===== src/rtl/decode_hazard_sequencer.sv =====
// decode_hazard_sequencer: stall/flush controller for a 5-stage pipeline whose
// branches resolve in decode. It detects load-use and branch-operand hazards,
// holds the PC and IF/ID, injects ID/EX bubbles, and flushes on taken branches.
// It also honours an external memory freeze, keeps saturating stall and flush
// counters, and raises a sticky watchdog flag on long hazard-stall runs.
module decode_hazard_sequencer #(
  parameter int CNT_W       = 16,
  parameter int STALL_LIMIT = 8
) (
  input  logic             clock,
  input  logic             reset_n,
  input  logic [4:0]       id_rs,
  input  logic [4:0]       id_rt,
  input  logic             id_uses_rs,
  input  logic             id_uses_rt,
  input  logic             id_is_branch,
  input  logic             branch_taken,
  input  logic [4:0]       ex_rd,
  input  logic             ex_regwrite,
  input  logic             ex_memread,
  input  logic [4:0]       mem_rd,
  input  logic             mem_memread,
  input  logic             ext_freeze,
  output logic             pc_write,
  output logic             ifid_write,
  output logic             ifid_flush,
  output logic             ctrl_enable,
  output logic             pc_sel_branch,
  output logic             stall_timeout,
  output logic [CNT_W-1:0] stall_cnt,
  output logic [CNT_W-1:0] flush_cnt
);

  typedef enum logic [1:0] {INIT, RUN, FREEZE} state_t;

  // The run counter saturates at STALL_LIMIT, so it only needs to hold that value.
  localparam int RUN_W = (STALL_LIMIT < 2) ? 1 : $clog2(STALL_LIMIT + 1);

  state_t           state;
  logic [RUN_W-1:0] run_cnt;

  logic rs_ex_match, rt_ex_match, rs_mem_match, rt_mem_match;
  logic ex_match, mem_match;
  logic load_use, br_dep, hazard;
  logic evaluate, stall_evt, flush_evt, clear_evt;

  // Source/destination matching; register 0 is hard-wired and never a hazard.
  always_comb begin
    rs_ex_match  = id_uses_rs && (id_rs != 5'd0) && (id_rs == ex_rd);
    rt_ex_match  = id_uses_rt && (id_rt != 5'd0) && (id_rt == ex_rd);
    rs_mem_match = id_uses_rs && (id_rs != 5'd0) && (id_rs == mem_rd);
    rt_mem_match = id_uses_rt && (id_rt != 5'd0) && (id_rt == mem_rd);
    ex_match     = rs_ex_match || rt_ex_match;
    mem_match    = rs_mem_match || rt_mem_match;
    load_use     = ex_memread && ex_match;
    // A branch compares in ID, so it also waits on an ALU result still in EX
    // and on a load still in MEM.
    br_dep       = id_is_branch && ((ex_regwrite && ex_match) || (mem_memread && mem_match));
    hazard       = load_use || br_dep;
  end

  // Events that update counters; only RUN cycles without a freeze are evaluated.
  always_comb begin
    evaluate  = (state == RUN) && !ext_freeze;
    stall_evt = evaluate && hazard;
    flush_evt = evaluate && !hazard && id_is_branch && branch_taken;
    clear_evt = evaluate && !hazard;
  end

  // Pipeline control enables, combinational from state and the current decode inputs.
  always_comb begin
    pc_write      = 1'b0;
    ifid_write    = 1'b0;
    ifid_flush    = 1'b0;
    ctrl_enable   = 1'b0;
    pc_sel_branch = 1'b0;
    case (state)
      INIT: begin
        // Everything held off for the first cycle after reset.
      end
      RUN: begin
        if (ext_freeze) begin
          ctrl_enable = 1'b1;
        end else if (hazard) begin
          // Hold PC and IF/ID, bubble into ID/EX; a dependent branch waits here.
        end else if (id_is_branch && branch_taken) begin
          pc_write      = 1'b1;
          ifid_write    = 1'b1;
          ifid_flush    = 1'b1;
          ctrl_enable   = 1'b1;
          pc_sel_branch = 1'b1;
        end else begin
          pc_write    = 1'b1;
          ifid_write  = 1'b1;
          ctrl_enable = 1'b1;
        end
      end
      FREEZE: begin
        ctrl_enable = 1'b1;
      end
      default: begin
      end
    endcase
  end

  // Sequencer state: one INIT cycle, then RUN, with FREEZE while memory stalls.
  always_ff @(posedge clock or negedge reset_n) begin
    if (!reset_n) begin
      state <= INIT;
    end else begin
      case (state)
        INIT:    state <= RUN;
        RUN:     state <= ext_freeze ? FREEZE : RUN;
        FREEZE:  state <= ext_freeze ? FREEZE : RUN;
        default: state <= INIT;
      endcase
    end
  end

  // Saturating performance counters for hazard stalls and taken-branch flushes.
  always_ff @(posedge clock or negedge reset_n) begin
    if (!reset_n) begin
      stall_cnt <= '0;
      flush_cnt <= '0;
    end else begin
      if (stall_evt && (stall_cnt != {CNT_W{1'b1}})) begin
        stall_cnt <= stall_cnt + CNT_W'(1);
      end
      if (flush_evt && (flush_cnt != {CNT_W{1'b1}})) begin
        flush_cnt <= flush_cnt + CNT_W'(1);
      end
    end
  end

  // Watchdog: count consecutive hazard stalls; a clean RUN cycle restarts the
  // count, a freeze leaves it alone, and the timeout flag is sticky.
  always_ff @(posedge clock or negedge reset_n) begin
    if (!reset_n) begin
      run_cnt       <= '0;
      stall_timeout <= 1'b0;
    end else if (stall_evt) begin
      if (run_cnt != RUN_W'(STALL_LIMIT)) begin
        run_cnt <= run_cnt + RUN_W'(1);
      end
      if (run_cnt >= RUN_W'(STALL_LIMIT - 1)) begin
        stall_timeout <= 1'b1;
      end
    end else if (clear_evt) begin
      run_cnt <= '0;
    end
  end

endmodule

===== config.mk =====
export PLATFORM = sky130hd
export DESIGN_NAME = decode_hazard_sequencer
export DESIGN_NICKNAME = d
export VERILOG_FILES = /design/src/rtl/decode_hazard_sequencer.sv
export SDC_FILE = /design/constraint.sdc
export NUM_CORES = 1
export LEC_CHECK = 0
export CAP_MARGIN = 20
export CORE_ASPECT_RATIO = 1.25
export CORE_UTILIZATION = 50
export CTS_CLUSTER_SIZE = 8
export DETAILED_ROUTE_END_ITERATION = 7
export GPL_TIMING_DRIVEN = 1
export PLACE_DENSITY = 0.85
export SLEW_MARGIN = 20
export SYNTH_ARGS = -nofsm -noshare
export SYNTH_HDL_FRONTEND = slang
export SYNTH_SLANG_ARGS = --single-unit

===== constraint.sdc =====
create_clock -name clock -period 7.16 [get_ports clock]
set_clock_uncertainty 0.05 [all_clocks]
set_input_delay 1.79 -clock clock [delete_from_list [all_inputs] [get_ports clock]]
set_output_delay 1.79 -clock clock [all_outputs]
set_load 0.02 [all_outputs]

## After elaboration in Yosys (flattened, before gate mapping)

Index checks and enable logic that the tools add are counted.

| storage, ports and cells | value |
|---|---|
| register bits after elaboration | 39 |
| input bits | 30 |
| output and inout bits | 38 |
| logic and storage cells | 64 |

| operators by class | value |
|---|---|
| add/sub/neg operators | 3 |
| $lt $le $gt $ge | 1 |
| equality and inequality tests | 10 |
| muxes and demuxes | 14 |
| reduce and logical (&&, ||, !) cells | 31 |

Operators by type and width:

| cell | count |
|---|---|
| $add A16 B1 Y16 const B | 2 |
| $ne A16 B16 Y1 const B | 2 |
| $eq A5 B5 Y1 | 4 |
| $logic_and A1 B1 Y1 | 18 |
| $mux W4 | 3 |
| $reduce_bool A5 Y1 | 2 |
| $mux W1 | 8 |
| $add A4 B1 Y4 const B | 1 |
| $ge A4 B3 Y1 const B | 1 |
| $logic_or A1 B1 Y1 | 4 |
| $ne A4 B4 Y1 const B | 1 |
| $pmux W2 S2 | 1 |
| $reduce_and A2 Y1 | 2 |
| $eq A2 B1 Y1 const B | 1 |
| $eq A2 B2 Y1 const B | 1 |
| $logic_not A1 Y1 | 2 |
| $logic_not A2 Y1 | 1 |
| $mux W2 | 1 |
| $ne A2 B1 Y1 const B | 1 |
| $pmux W1 S2 | 1 |
| $reduce_bool A2 Y1 | 1 |
| $reduce_or A2 Y1 | 1 |

## Longest topological paths before layout

Gate-level depths: netlist of run 1.

| logic depth | value |
|---|---|
| depth after elaboration | 13 |
| mapped depth | 8 |
| gate-level depth less buffers | 7 |

## Least setup slack after synthesis of run 1

OpenSTA, ideal clock, no wires.

| timing | value |
|---|---|
| path kind | input port to output port |
| start point | in id_rs[1] |
| end point | out pc_sel_branch |
| data arrival time | 3.369 ns |
| data required time | 5.320 ns |
| path slack | 1.951 ns |
| stages on the path | 6 |
| path buffers | 2 |
| cell sequence | or4_1 -> o21ai_2 -> o22ai_2 -> buf_2 -> nor2_1 -> buf_4 |

| on the way | value |
|---|---|
| longest elaborated chain between the ends | 11 |
| elaborated cells on any way between the ends | 17 |
| those cells by class | 2 x eq/ne; 3 x mux; 12 x reduce/logical |

RTL lines:

| item | line | RTL |
|---|---|---|
| start: declaration | 12 | `input logic [4:0] id_rs,` |
| $reduce_bool A5 Y1 | 49, 51 |  |
| $logic_and A1 B1 Y1 | 49, 51 |  |
| $logic_and A1 B1 Y1, on equally long branches | 49, 51 |  |
| $logic_or A1 B1 Y1, on equally long branches | 53, 54 |  |
| $logic_and A1 B1 Y1 | 58 | `br_dep = id_is_branch && ((ex_regwrite && ex_match) \|\| (mem_memread && mem_match));` |
| $logic_or A1 B1 Y1 | 58 |  |
| $logic_and A1 B1 Y1 | 58 |  |
| $logic_or A1 B1 Y1 (*) | 59 | `hazard = load_use \|\| br_dep;` |
| $mux W1 (*) (3 in series) | -- |  |
| end: declaration | 28 | `output logic pc_sel_branch,` |

Every way passes the cells marked *; elsewhere a longest branch is shown, timed or not.

## Worst setup path in the final report of run 1

| timing | value |
|---|---|
| start point | in id_rs[1] |
| end point | out ifid_flush |

| on the way | value |
|---|---|
| longest elaborated chain between the ends | 11 |
| elaborated cells on any way between the ends | 17 |
| those cells by class | 2 x eq/ne; 3 x mux; 12 x reduce/logical |

RTL lines:

| item | line | RTL |
|---|---|---|
| $reduce_bool A5 Y1 | 49, 51 |  |
| $logic_and A1 B1 Y1 | 49, 51 |  |
| $logic_and A1 B1 Y1, on equally long branches | 49, 51 |  |
| $logic_or A1 B1 Y1, on equally long branches | 53, 54 |  |
| $logic_and A1 B1 Y1 | 58 |  |
| $logic_or A1 B1 Y1 | 58 |  |
| $logic_and A1 B1 Y1 | 58 |  |
| $logic_or A1 B1 Y1 (*) | 59 |  |
| $mux W1 (*) | 84 | `end else if (hazard) begin` |
| $mux W1 (*) | 82 | `if (ext_freeze) begin` |
| $mux W1 (*) | 77 | `case (state)` |
| end: declaration | 26 | `output logic ifid_flush,` |

Marked as above.

==> results_dict.tcl, run 1 <==
set metrics [dict create \
    core_um2 4130 \
    layout_setup_ws_ns 1.12 \
    synth_cells 215 \
    clock_path_buffers 2 \
    final_cell_mix "66 x clkdlybuf4s50_1, 39 x dfrtp_1, 25 x xor2_1" \
    synth_fp_nets 253 \
    ant_nets 0 \
    hold_class "flip-flop to flip-flop" \
    tns_ns 0 \
    cts_setup_buffers 0 \
    finalHoldViolations 0 \
    layout-drive-gt1-share_pct 6.67 \
    dpl.hpwl_mm 3.87 \
    slowest_delay_ns 0.58 \
    synth_area_leader_cell "dfrtp_1" \
    setup_viol 0 \
    cp_num_buf_inv 2 \
    critPathArrivalTime_ns 4.20 \
    power_uw 615 \
    crit_path_frequent_cell "clkdlybuf4s50_1" \
    drt_iter0_drc 50 \
    die-height_um 76.1 \
    layout_commonest_cell "clkdlybuf4s50_1" \
    grt_max_degree 40 \
    antenna_found_initial 0 \
    cts_tree "yes" \
    pin_count 68 \
    post-route-min-period_ns 6.04 \
    yosysSeqAreaShare_pct 44.5 \
    startpoint_type "primary input" \
    syn2layout_area_growth_pct 37.3 \
    ir_worst_vdd_uv 174 \
    synthTopCellsByArea "dfrtp_1 44%, xor2_1 10%, xnor2_1 9.2%" \
    max_slew_margin_pct 43.7 \
    numCtsBuffers 5 \
    antennaDiodeCount 0 \
    setup.worst_path.class "primary input to output port" \
    outcome "finished clean" \
    start_util_pct 53.1 \
    clk_latency_ns 0.29 \
    grt-ovfl-total 0 \
    nets 323 \
    whs_ns 0.431 \
    row_count 26 \
    drv_cap 0 \
    required_ns 5.32 \
    crit_path_top_delay_cell "clkdlybuf4s50_1" \
    drc 0 \
    fill_cells 310 \
    port_buffers 67 \
    place_ws_ns 1.14 \
    yosys_warnings 0 \
    period_share_pct 84.4 \
    ys_types 36 \
    synth_area_per_cell_um2 10.2 \
    cts-resized-gates 0 \
    endpoint_kind "output port" \
    rsz0062_at_grt "no" \
    via_per_inst 5.54 \
    dieArea_um2 4660 \
    routed_wl_mm 5.30 \
    worstMarginPinSlew_ns 0.844 \
    path_cells "clkdlybuf4s50_1, xor2_1, nor4_1, a22oi_1, o22ai_2, nor2_1, clkdlybuf4s50_1" \
    first_pass_iters 4 \
    grt_pass1_wl_mm 8.62 \
    cts_root_buf "clkbuf_8" \
    grt_usage_pct 24.9 \
    clock_sinks 39 \
    clkTransAtPathRegs_ns 0.07 \
    ys_seq_elements 39 \
    ctsHoldBuffers 0 \
    yosys.area.top_type_share_pct 44.5 \
    clock.fmax_mhz 166 \
    crit_family "buffers and inverters" \
    cts.htree.levels 2 \
    p_leak_uw 0.00127 \
    path_max_fanout 13 \
    power_density_nw_per_um2 204 \
    drt-wirelength-per-cell_um 15.5 \
    r2r_setup_slack_ns 4.78 \
    dr_total_vias 1888 \
    drv_slew 0 \
    syn_area_um2 2190 \
    place.gp.congestion 0.785 \
    grt_pass1_vias 1900 \
    fp.dieW_um 61.2 \
]
## final timing paths
check / start / end / depth (start not counted)
setup / recovery: id_rs[1] / ifid_flush / 7
hold / removal: stall_timeout / stall_timeout / 1
setup reg to reg: state[1] / flush_cnt[7] / 7
hold reg to reg: stall_timeout / stall_timeout / 1
max in group asynchronous: reset_n / stall_cnt[4] / 1
min in group asynchronous: reset_n / flush_cnt[11] / 1
## Yosys cell counts
| master | n |
|---|---|
| buf_2 | 2 |
| nand2b_1 | 1 |
| nand3_1 | 18 |
| o21ai_1 | 1 |
| mux2_2 | 3 |
| nand2_1 | 14 |
| and2_1 | 2 |
| xnor2_1 | 23 |
| or4_1 | 2 |
| nor4_1 | 5 |
| and3_1 | 7 |
| nor3_2 | 1 |
| dfrtp_1 | 39 |
| xor2_1 | 25 |
| nor3_1 | 2 |
| ha_1 | 8 |
| o21ai_2 | 1 |
| nor2_1 | 13 |
| a21oi_1 | 4 |
| nand4_1 | 13 |
| a21o_1 | 2 |
| o21a_1 | 1 |
| and4_1 | 1 |
| o21ai_0 | 3 |
| nor2b_1 | 3 |
| nand3b_1 | 2 |
| or4_4 | 1 |
| a22oi_1 | 2 |
| o311a_1 | 1 |
| nor4_2 | 1 |
| o22ai_2 | 1 |
| buf_4 | 2 |
| a22o_1 | 2 |
| nor2_2 | 3 |
| a31oi_1 | 1 |
| inv_1 | 5 |
## cell type report
cell class	instances	area, µm²	area share (%)
clock buffers	5	68.8	2.29
clock inverters	2	37.5	1.25
inverters	5	18.8	0.623
multi-input cells	167	1170	39.0
flip-flops and latches	39	976	32.4
well taps	56	70.1	2.33
repair buffers	67	666	22.1
## sequential cells by signal, indices dropped and copies added (netlist names)
| register | cells |
|---|---|
| stall_cnt | 16 |
| state | 2 |
| flush_cnt | 16 |
| stall_timeout | 1 |
| run_cnt | 4 |
## cell families (layout without fill, tap and decap cells)
family,count (synthesis),count (layout),synth area share (%)
simple gates,89,89,22.2
mux,3,3,1.54
fa+ha+maj,8,8,4.56
compound gates,19,19,6.05
xor+xnor,48,48,19.2
flops,39,39,44.5
buf+inv,9,79,2.00
## through the flow
| stage | utilization, % | instance area (µm²) | cells |
|---|---|---|---|
| 3_3_place_gp | 70.3 | 2900 | 334 |
| 2_1_floorplan | - | 2190 | 215 |
| 4_1_cts | 72.9 | 3010 | 341 |
| 5_1_grt | 72.9 | 3010 | 341 |
| 6_report | 72.9 | 3010 | 341 |
| 3_5_place_dp | 70.3 | 2900 | 334 |
## per-layer routing
| layer | part of all wire (%) | track usage (%) | vias up |
|---|---|---|---|
| li1 | - | - | 893 |
| met1 | 38 | 28.2 | 915 |
| met2 | 51 | 41.2 | 69 |
| met3 | 7.3 | 7.98 | 11 |
| met4 | 3.0 | 11.1 | 0 |
| met5 | 0 | 0 | - |
## where the power goes
part	switching, µW	internal, µW	total [µW]
logic	88.6	83.2	172
clock network	76.8	102	179
registers	24.9	240	265
Power figures use the tool's default switching activity.
==> run 2, diff against run 1 <==
- CORE_UTILIZATION: 50 -> 47
- PLACE_DENSITY: 0.85 -> 0.8
- clock period: 7.16 -> 5.9 ns (I/O delays scaled with it)
==> results_dict.tcl, run 2 (synthesis gave the netlist of run 1 again) <==
set metrics [dict create \
    ir_worst_vdd_uv 162 \
    drt_iter0_drc 44 \
    port_buffers 67 \
    dieArea_um2 4950 \
    path_max_fanout 13 \
    start_util_pct 49.2 \
    power.net_switching_uw 225 \
    cts-resized-gates 0 \
    clock_path_buffers 2 \
    post-route-min-period_ns 5.41 \
    nets 323 \
    numCtsBuffers 5 \
    critPathArrivalTime_ns 3.89 \
    cts_tree "yes" \
    dr_total_vias 1836 \
    grt_max_degree 40 \
    startpoint_type "primary input" \
    hp-start "stall_timeout" \
    antennaDiodeCount 0 \
    ctsHoldBuffers 0 \
    grt_pass1_wl_mm 8.05 \
    p_leak_uw 0.00126 \
    core_um2 4460 \
    place.gp.congestion 0.899 \
    cts_root_buf "clkbuf_8" \
    cts.htree.levels 2 \
    hold_class "flip-flop to flip-flop" \
    endpoint_kind "output port" \
    biggestRegsByFlops "flush_cnt: 16 flops, stall_cnt: 16 flops, run_cnt: 4 flops" \
    finalHoldViolations 0 \
    p_seq_share_pct 45.8 \
    drv_cap 0 \
    required_ns 4.38 \
    final_util_pct 67.0 \
    setup_viol 0 \
    worstMarginPinSlew_ns 0.859 \
    clock.fmax_mhz 185 \
    clock_sinks 39 \
    final_area_um2 2990 \
    final_cell_mix "66 x clkdlybuf4s50_1, 39 x dfrtp_1, 25 x xor2_1" \
    p_int_uw 475 \
    p_sw_share_pct 32.1 \
    hold_end "stall_timeout" \
    die-height_um 78.4 \
    antenna_found_initial 0 \
    cts_setup_buffers 0 \
    grt-ovfl-total 0 \
    pwr-share-clk_pct 24.5 \
    row_count 27 \
    first_pass_iters 4 \
    placed_area_um2 2910 \
    outcome "finished clean" \
    via_per_inst 5.34 \
    r2r_setup_slack_ns 3.54 \
    grt_pass1_vias 1810 \
    syn2layout_area_growth_pct 36.2 \
    reg2reg_depth 7 \
    max_slew_margin_pct 42.7 \
    setup.worst_path.class "primary input to output port" \
    hold_depth 1 \
    period_share_pct 91.7 \
    rsz0062_at_grt "no" \
    reg2reg_from "state[1]" \
    drc 0 \
    power_density_nw_per_um2 234 \
    r2r_end "flush_cnt[7]" \
    pin_count 68 \
    grt_usage_pct 21.0 \
    clk_latency_ns 0.29 \
    drt-wirelength-per-cell_um 14.2 \
    ant_nets 0 \
    tns_ns 0 \
    layout-drive-gt1-share_pct 6.29 \
    clkTransAtPathRegs_ns 0.07 \
    routed_wl_mm 4.90 \
    drv_slew 0 \
    p_comb_share_pct 29.7 \
    layout_commonest_cell "clkdlybuf4s50_1" \
    fp.dieW_um 63.1 \
    dpl.hpwl_mm 3.65 \
]
[run 2: worst max-delay path by stage]
stage | startpoint | to | slack (ns)
6_report | id_rt[2] | ifid_flush | 0.49
3_5_place_dp | id_rt[2] | ifid_flush | 0.51
3_3_place_gp | id_rs[3] | pc_sel_branch | 0.56
2_1_floorplan | id_rs[1] | pc_sel_branch | 1.32
4_1_cts | id_rt[2] | ifid_flush | 0.50
5_1_grt | id_rs[4] | ifid_flush | 0.39
[run 2: layout make-up]
cell class / instances / area, µm²
inverters: 5 / 18.8
fillers: 390 / 1470
flip-flops and latches: 39 / 976
repair buffers: 67 / 666
clock buffers: 7 / 76.3
well taps: 58 / 72.6
clock inverters: 1 / 5.00
multi-input cells: 167 / 1170
[run 2: per-stage QoR]
| step | power, µW | setup slack, ns | hold slack (ns) | std cells |
|---|---|---|---|---|
| global placement | 528 | 0.561 | 0.408 | 336 |
| floorplan | 434 | 1.32 | 0.436 | 215 |
| finish | 700 | 0.490 | 0.430 | 344 |
| CTS | 709 | 0.495 | 0.433 | 344 |
| detailed placement | 535 | 0.508 | 0.417 | 336 |
| global route | 740 | 0.386 | 0.455 | 344 |
[run 2: critical path, cell delays in order]
cell and delay, ns:
clkdlybuf4s50_1 0.49, or4_1 0.54, o21ai_1 0.17, o22ai_2 0.23, nor2_1 0.29, clkdlybuf4s50_1 0.67
[run 2: per-layer routing]
metal / routed length, µm / GRT usage, % / vias to the layer above
met3: 325 / 5.52 / 6
met4: 55 / 6.51 / 0
met2: 2400 / 37.5 / 54
met1: 2120 / 24.1 / 882
met5: 0 / 0 / -
li1: - / - / 894
[run 2: power groups by stage]
| stage | clock [µW] | combinational, µW | sequential (µW) |
|---|---|---|---|
| finish | 172 | 208 | 320 |
| global placement | 0 | 203 | 324 |
| detailed placement | 0 | 210 | 326 |
| floorplan | 0 | 96.7 | 337 |
| global route | 186 | 229 | 325 |
| CTS | 177 | 211 | 321 |
==> run 3, diff against run 2 <==
- PLACE_DENSITY: 0.8 -> 0.77
==> results_dict.tcl, run 3 (synthesis gave the netlist of run 1 again) <==
set metrics [dict create \
    power.net_switching_uw 231 \
    whs_ns 0.422 \
    drv_cap 0 \
    clkTransAtPathRegs_ns 0.07 \
    p_comb_share_pct 28.4 \
    start_util_pct 49.2 \
    hold_class "flip-flop to flip-flop" \
    grt_usage_pct 20.6 \
    drt-wirelength-per-cell_um 14.0 \
    ir_worst_vdd_uv 144 \
    hp-start "stall_timeout" \
    placed_cells 336 \
    clock_sinks 39 \
    cts_tree "yes" \
    grt_pass1_vias 1784 \
    post-route-min-period_ns 5.39 \
    setup.worst_path.class "primary input to output port" \
    p_sw_share_pct 31.7 \
    die-height_um 78.4 \
    finalHoldViolations 0 \
    core_um2 4460 \
    clock.fmax_mhz 186 \
    r2r_end "flush_cnt[7]" \
    outcome "finished clean" \
    max_slew_margin_pct 42.7 \
    syn2layout_area_growth_pct 37.3 \
    setup_viol 0 \
    power_uw 729 \
    antenna_found_initial 0 \
    rsz0062_at_grt "no" \
    antennaDiodeCount 0 \
    clock_path_buffers 2 \
    dpl.hpwl_mm 3.52 \
    cts_setup_buffers 0 \
    grt_max_degree 40 \
    p_seq_share_pct 43.9 \
    multi_input_area_um2 1170 \
    port_buffers 67 \
    routed_wl_mm 4.80 \
    final_cells 344 \
    first_pass_iters 4 \
    pin_count 68 \
    power_density_nw_per_um2 242 \
    hold_end "stall_timeout" \
    final_cell_mix "66 x clkdlybuf4s50_1, 39 x dfrtp_1, 25 x xor2_1" \
    layout-drive-gt1-share_pct 6.99 \
    cts_root_buf "clkbuf_8" \
    endpoint_kind "output port" \
    p_leak_uw 0.00127 \
    grt-ovfl-total 0 \
    fp.dieW_um 63.1 \
    grt_pass1_wl_mm 7.90 \
    path_max_fanout 13 \
    fill_cells 378 \
    reg2reg_depth 7 \
    p_int_uw 498 \
    drc 0 \
    reg2reg_from "state[1]" \
    row_count 27 \
    drv_slew 0 \
    critPathArrivalTime_ns 3.86 \
    required_ns 4.38 \
    tns_ns 0 \
    numCtsBuffers 5 \
    clk_latency_ns 0.29 \
    dieArea_um2 4950 \
    cts.htree.levels 2 \
    biggestRegsByFlops "flush_cnt: 16 flops, stall_cnt: 16 flops, run_cnt: 4 flops" \
    nets 323 \
    layout_commonest_cell "clkdlybuf4s50_1" \
    startpoint_type "primary input" \
    dr_total_vias 1842 \
    ctsHoldBuffers 0 \
    place.gp.congestion 0.811 \
    pwr-share-clk_pct 27.6 \
    hold_depth 1 \
    period_share_pct 91.3 \
    drt_iter0_drc 51 \
    cts-resized-gates 0 \
    worstMarginPinSlew_ns 0.859 \
    ant_nets 0 \
    layout.area.seq_um2 976 \
    r2r_setup_slack_ns 3.45 \
    via_per_inst 5.35 \
]
run 3: power groups by stage:
stage                     Sequential [µW]  Combinational [µW]  Clock (µW)
after detailed placement              325                 210           0
after global routing                  324                 229         214
after global placement                324                 205           0
final                                 320                 207         201
after CTS                             320                 210         207
after floorplan                       337                96.7           0
run 3: worst max-delay path by stage:
stage / from / end / slack (ns) / depth (start not counted)
floorplan: id_rs[1] / pc_sel_branch / 1.32 / 6
global placement: id_rt[2] / ifid_flush / 0.59 / 6
detailed placement: id_rt[1] / ifid_flush / 0.55 / 6
CTS: id_rt[1] / ifid_flush / 0.54 / 6
global route: id_rt[2] / ifid_flush / 0.35 / 6
finish: id_rt[1] / ifid_flush / 0.51 / 6
run 3: area by class of cell:
| type | count | area share [%] |
|---|---|---|
| clock buffer | 7 | 3.20 |
| clock inverter | 1 | 0.249 |
| inverter | 5 | 0.623 |
| multi-input combinational | 167 | 39.0 |
| sequential | 39 | 32.4 |
| tap | 58 | 2.41 |
| timing repair buffer | 67 | 22.1 |
run 3: through the flow:
| stage | area, µm² | setup slack (ns) | utilization, % |
|---|---|---|---|
| final | 3010 | 0.511 | 67.5 |
| after detailed placement | 2910 | 0.555 | 65.2 |
| after CTS | 3010 | 0.539 | 67.5 |
| after floorplan | 2190 | 1.32 | - |
| after global placement | 2910 | 0.585 | 65.2 |
| after global routing | 3010 | 0.352 | 67.5 |
run 3: worst max-delay path, cell delays in order:
cell,delay [ns]
clkdlybuf4s50_1,0.47
or4_1,0.55
o21ai_1,0.17
o22ai_2,0.23
nor2_1,0.31
clkdlybuf4s50_1,0.67
run 3: routing by layer:
layer / GRT usage (%) / share of wire, %
met1: 23.8 / 43
met2: 36.1 / 50
met3: 4.80 / 6.0
met4: 8.37 / 1.6
met5: 0 / 0
